File: config.mk
export PLATFORM = sky130hd
export DESIGN_NAME = layer_sequencer
export DESIGN_NICKNAME = d
export VERILOG_FILES = /design/src/rtl/mlp_pkg.sv /design/src/rtl/layer_sequencer.sv
export SDC_FILE = /design/constraint.sdc
export NUM_CORES = 1
export LEC_CHECK = 0
export CAP_MARGIN = 20
export CELL_PAD_IN_SITES_DETAIL_PLACEMENT = 0
export CELL_PAD_IN_SITES_GLOBAL_PLACEMENT = 1
export CORE_AREA = 2 2 100 63
export CTS_CLUSTER_SIZE = 20
export DETAILED_ROUTE_END_ITERATION = 16
export DIE_AREA = 0 0 102 65
export PLACE_DENSITY_LB_ADDON = 0.1
export SYNTH_ARGS = -nofsm -noshare
export SYNTH_HDL_FRONTEND = slang
export SYNTH_SLANG_ARGS = --single-unit
File: constraint.sdc
create_clock -name clk -period 1.8 [get_ports clk]
set_input_delay 0.27 -clock clk [delete_from_list [all_inputs] [get_ports clk]]
set_output_delay 0.27 -clock clk [all_outputs]
set_load 0.005 [all_outputs]
File: src/rtl/mlp_pkg.sv
// Shared types and helpers for the MLP layer control blocks.
package mlp_pkg;

    typedef enum logic [2:0] {
        IDLE   = 3'd0,
        CLEAR  = 3'd1,
        ACCUM  = 3'd2,
        ACT    = 3'd3,
        OUTPUT = 3'd4,
        DONE   = 3'd5
    } seq_state_t;

    // $clog2 that never returns 0, so a one-entry index still gets a 1-bit port.
    function automatic int clog2_min1(input int n);
        return (n <= 2) ? 1 : $clog2(n);
    endfunction

endpackage

File: src/rtl/layer_sequencer.sv
// Layer sequencer: drives one shared neuron MAC datapath across every neuron of
// a layer (clear, NUM_INPUTS accumulate steps, bias+ReLU) and hands each result
// to a valid/ready consumer.
// Optional: define LAYER_SEQ_PERF_EN to add the perf_cycles busy-cycle counter.
module layer_sequencer
    import mlp_pkg::*;
#(
    parameter int NUM_INPUTS  = 10,
    parameter int NUM_NEURONS = 4,
    parameter int DATA_BITS   = 24,
    localparam int IDX_W      = clog2_min1(NUM_INPUTS),
    localparam int NID_W      = clog2_min1(NUM_NEURONS)
) (
    input  logic                 clk,
    input  logic                 rstn,
    input  logic                 start,
    input  logic                 abort,
    output logic                 busy,
    output logic                 done,
    output logic                 mac_clear,
    output logic                 mac_en,
    output logic                 act_en,
    output logic [IDX_W-1:0]     in_idx,
    output logic [NID_W-1:0]     neuron_idx,
    input  logic [DATA_BITS-1:0] mac_result,
    output logic                 out_valid,
    input  logic                 out_ready,
    output logic [DATA_BITS-1:0] out_data,
`ifdef LAYER_SEQ_PERF_EN
    output logic [31:0]          perf_cycles,
`endif
    output logic [NID_W-1:0]     out_idx
);

    localparam logic [IDX_W-1:0] IDX_LAST = IDX_W'(NUM_INPUTS - 1);
    localparam logic [NID_W-1:0] NID_LAST = NID_W'(NUM_NEURONS - 1);

    seq_state_t           state_q, state_d;
    logic [IDX_W-1:0]     in_idx_q, in_idx_d;
    logic [NID_W-1:0]     neuron_idx_q, neuron_idx_d;
    logic [NID_W-1:0]     out_idx_q, out_idx_d;
    logic [DATA_BITS-1:0] out_data_q, out_data_d;
    // High only in the first OUTPUT cycle: mac_result is forwarded directly then,
    // and held in out_data_q from the following cycle on.
    logic                 out_first_q, out_first_d;

    // State and datapath-control registers.
    always_ff @(posedge clk or negedge rstn) begin
        if (!rstn) begin
            state_q      <= IDLE;
            in_idx_q     <= '0;
            neuron_idx_q <= '0;
            out_idx_q    <= '0;
            out_data_q   <= '0;
            out_first_q  <= 1'b0;
        end else begin
            state_q      <= state_d;
            in_idx_q     <= in_idx_d;
            neuron_idx_q <= neuron_idx_d;
            out_idx_q    <= out_idx_d;
            out_data_q   <= out_data_d;
            out_first_q  <= out_first_d;
        end
    end

    // Next-state and index sequencing; abort overrides everything below it.
    always_comb begin
        state_d      = state_q;
        in_idx_d     = in_idx_q;
        neuron_idx_d = neuron_idx_q;
        out_idx_d    = out_idx_q;
        out_data_d   = out_data_q;
        out_first_d  = 1'b0;

        case (state_q)
            IDLE: begin
                if (start) begin
                    state_d      = CLEAR;
                    neuron_idx_d = '0;
                    in_idx_d     = '0;
                end
            end
            CLEAR: begin
                in_idx_d = '0;
                state_d  = ACCUM;
            end
            ACCUM: begin
                // Terminal-count compare keeps in_idx from wrapping.
                if (in_idx_q == IDX_LAST) begin
                    in_idx_d = '0;
                    state_d  = ACT;
                end else begin
                    in_idx_d = in_idx_q + IDX_W'(1);
                end
            end
            ACT: begin
                out_idx_d   = neuron_idx_q;
                out_first_d = 1'b1;
                state_d     = OUTPUT;
            end
            OUTPUT: begin
                if (out_first_q) out_data_d = mac_result;
                if (out_ready) begin
                    if (neuron_idx_q == NID_LAST) begin
                        state_d = DONE;
                    end else begin
                        neuron_idx_d = neuron_idx_q + NID_W'(1);
                        state_d      = CLEAR;
                    end
                end
            end
            DONE: begin
                neuron_idx_d = '0;
                state_d      = IDLE;
            end
            default: state_d = IDLE;
        endcase

        if (abort && state_q != IDLE) begin
            state_d      = IDLE;
            in_idx_d     = '0;
            neuron_idx_d = '0;
            out_idx_d    = '0;
            out_first_d  = 1'b0;
        end
    end

    // Strobes decode straight from the state, so they are one-hot by construction.
    always_comb begin
        busy       = (state_q != IDLE);
        done       = (state_q == DONE);
        mac_clear  = (state_q == CLEAR);
        mac_en     = (state_q == ACCUM);
        act_en     = (state_q == ACT);
        out_valid  = (state_q == OUTPUT);
        in_idx     = in_idx_q;
        neuron_idx = neuron_idx_q;
        out_idx    = out_idx_q;
        out_data   = out_first_q ? mac_result : out_data_q;
    end

`ifdef LAYER_SEQ_PERF_EN
    logic [31:0] perf_q, perf_d;

    // Busy-cycle counter: restarts on an accepted start, saturates, holds in IDLE.
    always_comb begin
        perf_d = perf_q;
        if (state_q == IDLE) begin
            if (start) perf_d = '0;
        end else if (perf_q != 32'hFFFF_FFFF) begin
            perf_d = perf_q + 32'd1;
        end
    end

    // Counter register.
    always_ff @(posedge clk or negedge rstn) begin
        if (!rstn) perf_q <= '0;
        else       perf_q <= perf_d;
    end

    assign perf_cycles = perf_q;
`endif

endmodule

======== Word level (Yosys, flattened, before mapping) ========
Cells that the tools add are included.
operators by class
  eq/ne operators ......................... 11
  multiplexer cells ....................... 20
  add/sub/neg operators ................... 2
  reductions and logical operators ........ 9
operators by type and width
  operator                                                                  count
  24-bit 2-to-1 mux                                                         1
  3-bit 2-to-1 mux                                                          5
  3-bit case mux with 5 select lines                                        1
  2-bit 2-to-1 mux                                                          6
  4-bit 2-to-1 mux                                                          3
  4-bit case mux with 3 select lines                                        1
  4-bit nonzero test                                                        2
  3-bit by 2-bit == test with 1-bit output (second input constant)          2
  3-bit == test (second input constant)                                     2
  3-bit by 1-bit inequality test with 1-bit output (second input constant)  2
  2-bit case mux with 3 select lines                                        1
  4-bit by 1-bit adder with 4-bit output (second input constant)            1
  4-bit == test (second input constant)                                     1
  4-bit AND reduction                                                       1
  3-bit by 1-bit == test with 1-bit output (second input constant)          1
  3-bit logical NOT                                                         1
  3-bit by 2-bit inequality test with 1-bit output (second input constant)  1
  3-bit inequality test (second input constant)                             1
  3-bit AND reduction                                                       1
  3-bit nonzero test                                                        1
  2-bit by 1-bit adder with 2-bit output (second input constant)            1
  2-bit == test (second input constant)                                     1
  1-bit 2-to-1 mux                                                          2
  2-bit AND reduction                                                       1
  2 further kinds                                                           2
word-level totals
  bits of input ports ..................... 29
  logic and storage cells ................. 48
  flip-flop bits (word level) ............. 36
  output and inout bits ................... 38

======== Depth between registers and ports, before layout ========
  depth in word-level cells ............... 5
  gate-level depth with buffers ........... 6
  depth with buffers taken out ............ 6

======== Worst setup path before layout ========
Ideal clock, no wire load.
  kind .................................... register -> register
  start ................................... register state_q[0]
  end ..................................... register out_data_q[10]
  path slack .............................. 0.242 ns
  cell stages (with the launch flop) ...... 5
  arrival time ............................ 1.433 ns
  path buffers ............................ 2
  path through ............................ dfrtp_1 > buf_2 > nor3_4 > buf_6 > mux2_4
between the ends
  word-level cells in the longest chain between the ends .. 1
RTL lines
  item                      line                   RTL
  start: declaration        layer_sequencer.sv:38  seq_state_t state_q, state_d;
  start signal: assignment  layer_sequencer.sv:57  state_q <= state_d;
  3-bit == test             layer_sequencer.sv:75  case (state_q)
  end signal: assignment    layer_sequencer.sv:61  out_data_q <= out_data_d;
  end: declaration          layer_sequencer.sv:42  logic [DATA_BITS-1:0] out_data_q, out_data_d;
Every way passes these cells.
A chain may end at the register's enable or synchronous reset.

======== Final worst setup path ========
  start ................................... register out_first_q
  end ..................................... output port out_data[17]
between the ends
  word-level cells in the longest chain between the ends .. 1
RTL lines
  item                      line                   RTL
  start: declaration        layer_sequencer.sv:45  logic out_first_q, out_first_d;
  start signal: assignment  layer_sequencer.sv:62  out_first_q <= out_first_d;
  24-bit 2-to-1 mux         n/a
  end: declaration          layer_sequencer.sv:28  output logic [DATA_BITS-1:0] out_data,
Every way passes these cells.

==> results.py <==
metrics = {
    "run_status": {
        "status": "finished clean",
    },
    "pwr": {
        "vdd_drop_max_mv": 0.4025,
        "p_sw_mw": 1.099,
        "p_int_mw": 2.438,
        "switching_share": 0.3107,
        "power_frac_comb": 0.499,
        "p_leak_nw": 1.557,
        "finalPower_mw": 3.536,
        "p_per_area_nw_per_um2": 1174,
        "seqPwrFrac": 0.345,
        "clkPwrFrac": 0.155,
    },
    "placement": {
        "io_buffers": 66,
        "routabilityCongestion": 0.8162,
        "hpwl_mm": 3.284,
    },
    "final_layout": {
        "nFillCells": 537,
        "final_cell_mix": "clkdlybuf4s50_1, dfrtp_1, mux2_2, buf_4, mux2_4",
        "layout_commonest_cell": "clkdlybuf4s50_1",
        "nets": 281,
        "synthToLayoutAreaGrowth_pct": 54.99,
        "insertedDiodeCount": 0,
        "layout-drive-gt1-share": 0.3896,
    },
    "global_routing": {
        "met2_usage": 0.2303,
        "grt_busiest_layer": "met2",
        "grt_util_all_layers": 0.1489,
        "grt_first_pass_wirelength_mm": 7.569,
        "antenna_found_initial": 0,
        "grt_pass1_vias": 1648,
        "use_met3": 0.04746,
        "gr-usage-met1": 0.1938,
        "grt-ovfl-total": 0,
        "grt_max_degree": 37,
    },
    "routing": {
        "detail-route-antenna-nets": 0,
        "vias_per_cell": 4.652,
        "vias": 1549,
        "drt-initial-drc-count": 55,
        "wirelength_mm": 4.795,
        "drc": 0,
        "wl_per_cell_um": 14.40,
        "firstDrtPassIters": 4,
    },
    "floorplanning": {
        "fp.dieH_um": 65,
        "core_area_um2": 5836,
        "start_util": 0.3330,
        "die_width_um": 102,
        "rows": 22,
        "ios": 67,
        "die_area_um2": 6630,
    },
    "worst_setup_path": {
        "r2r-start": "state_q[2]",
        "worst_path_most_repeated_cell": "buf_4",
        "rrSetupSlack_ns": 0.10,
        "critPathSlowestCell": "dfrtp_1",
        "critPathTopFamily": "buffers and inverters",
        "startpoint_type": "flop",
        "worstPathRequired_ns": 1.53,
        "startpoint": "out_first_q",
        "cp_cell_sequence": "buf_6 > buf_4 > buf_4 > mux2_2 > dlymetal6s2s_1",
        "max_stage_delay_ns": 0.40,
        "critPathMaxFanout": 5,
        "arrival_ns": 1.52,
        "worstSetupPathType": "reg -> out",
        "critPathBufInv": 4,
        "cp-end-kind": "output port",
    },
    "synthesis": {
        "synth_flop_cell": "dfrtp_1",
        "yosysSeqAreaShare": 0.4636,
        "syn_inst": 156,
        "synth_seq_cells": 36,
        "async_flop_share": 1.000,
        "synth_edf_count": 0,
        "yosys_warnings": 0,
        "syn_area_per_cell_um2": 12.46,
        "syn-num-nets": 188,
        "ys_types": 35,
        "netlist_area_um2": 1943,
    },
    "sta": {
        "rsz0062_at_grt": "true",
        "skew_ns": 0.003412,
        "finalCritPeriodShare": 0.9918,
        "hold_viol": 0,
        "finalSetupViolations": 0,
        "fin_setup_tns_ns": 0,
        "slew_headroom": 0.6865,
        "tightestPinTransition_ns": 0.4702,
        "timing.fmax_mhz": 560.1,
        "period_needed_ns": 1.785,
        "slew_viol_final": 0,
    },
    "clock_tree": {
        "insertion_delay_ns": 0.29,
        "cts-buffers-inserted": 5,
        "cts_tree": "built",
        "cts_sinks": 36,
        "htreeDepth": 2,
        "clockBufferDepth": 2,
        "clkTransAtPathRegs_ns": 0.07,
        "cts_root_buf": "clkbuf_8",
    },
    "min_path": {
        "hp-class": "in -> async",
    },
    "job": {
        "cap_viol_max_count": 0,
    },
}
-- cell families after synthesis --
family | after synthesis | share of synthesized area
fa+ha+maj | 3 | 0.01932
buf+inv | 16 | 0.04636
mux | 50 | 0.3078
simple gates | 33 | 0.1030
xor+xnor | 1 | 0.004508
compound gates | 17 | 0.05538
flops | 36 | 0.4636
-- worst paths after layout --
kind / to / cells after the start
setup / recovery: out_data[17] / 5
hold / removal: out_data_q[19] / 2
setup reg to reg: in_idx[2] / 6
hold reg to reg: out_data_q[17] / 1
max in group asynchronous: state_q[1] / 2
min in group clk: out_data_q[17] / 1
-- cell usage after synthesis (2+ instances only) --
library cell | instances | area (um^2)
ha_1 | 3 | 37.54
nor2_1 | 3 | 11.26
dfrtp_1 | 36 | 900.9
nor2b_1 | 3 | 18.77
mux2_1 | 6 | 67.56
a21oi_1 | 2 | 10.01
buf_6 | 3 | 33.78
o21ai_1 | 4 | 20.02
mux2_2 | 32 | 360.4
nand2_1 | 11 | 41.29
nor3b_1 | 2 | 15.01
mux2i_1 | 2 | 20.02
o21ai_0 | 5 | 25.02
clkbuf_1 | 2 | 7.510
buf_2 | 4 | 20.02
inv_1 | 6 | 22.52
nand4b_1 | 2 | 17.52
nor3_1 | 4 | 20.02
mux2_4 | 10 | 150.1
-- registers in the layout, summed over array words and instances (netlist names) --
signal       cells
out_data_q      24
state_q          3
out_first_q      1
out_idx          2
in_idx           4
neuron_idx       2
-- layout make-up --
type                    count  area [um^2]  area share
flip-flops and latches     36        904.6      0.3004
multi-input cells         104         1002      0.3328
clock buffers               6        72.57     0.02410
well taps                  84        105.1     0.03490
repair buffers             95        893.4      0.2966
inverters                   7        28.78    0.009555
clock inverters             1        5.005    0.001662
-- per-layer routing --
layer  wire [um]  part of all wire
met4          64             0.013
met2        2121              0.44
met3         278             0.058
met1        2330              0.49
met5           0                 0
-- metrics by stage --
step | setup WS, ns | cells | hold slack [ns] | utilization | cell area (um^2)
2_1_floorplan | 0.2420 | 156 | -0.02559 | - | 1943
3_3_place_gp | 0.05182 | 309 | 0.3408 | 0.4704 | 2745
3_5_place_dp | -0.01069 | 309 | 0.3519 | 0.4704 | 2745
4_1_cts | -0.1813 | 324 | 0.03039 | 0.4912 | 2867
5_1_grt | -0.04542 | 333 | 0.05025 | 0.5161 | 3012
6_report | 0.01476 | 333 | 0.01374 | 0.5161 | 3012
-- power by group through the flow --
stage	clock network [mW]	registers, mW	logic [mW]
5_1_grt	0.609	1.26	1.91
4_1_cts	0.572	1.22	1.66
3_5_place_dp	0	1.25	1.67
3_3_place_gp	0	1.23	1.66
6_report	0.549	1.22	1.77
2_1_floorplan	0	1.17	0.876
-- timing repair --
| action | in CTS | in global routing |
|---|---|---|
| resized for setup | 26 | 49 |
| hold buffers | 0 | 0 |
| gates cloned | 0 | 1 |
| setup buffers | 8 | 8 |
| pin swaps | 1 | 0 |
| endpoints found under the setup margin | 30 | 26 |
Power figures use the tool's default switching activity.
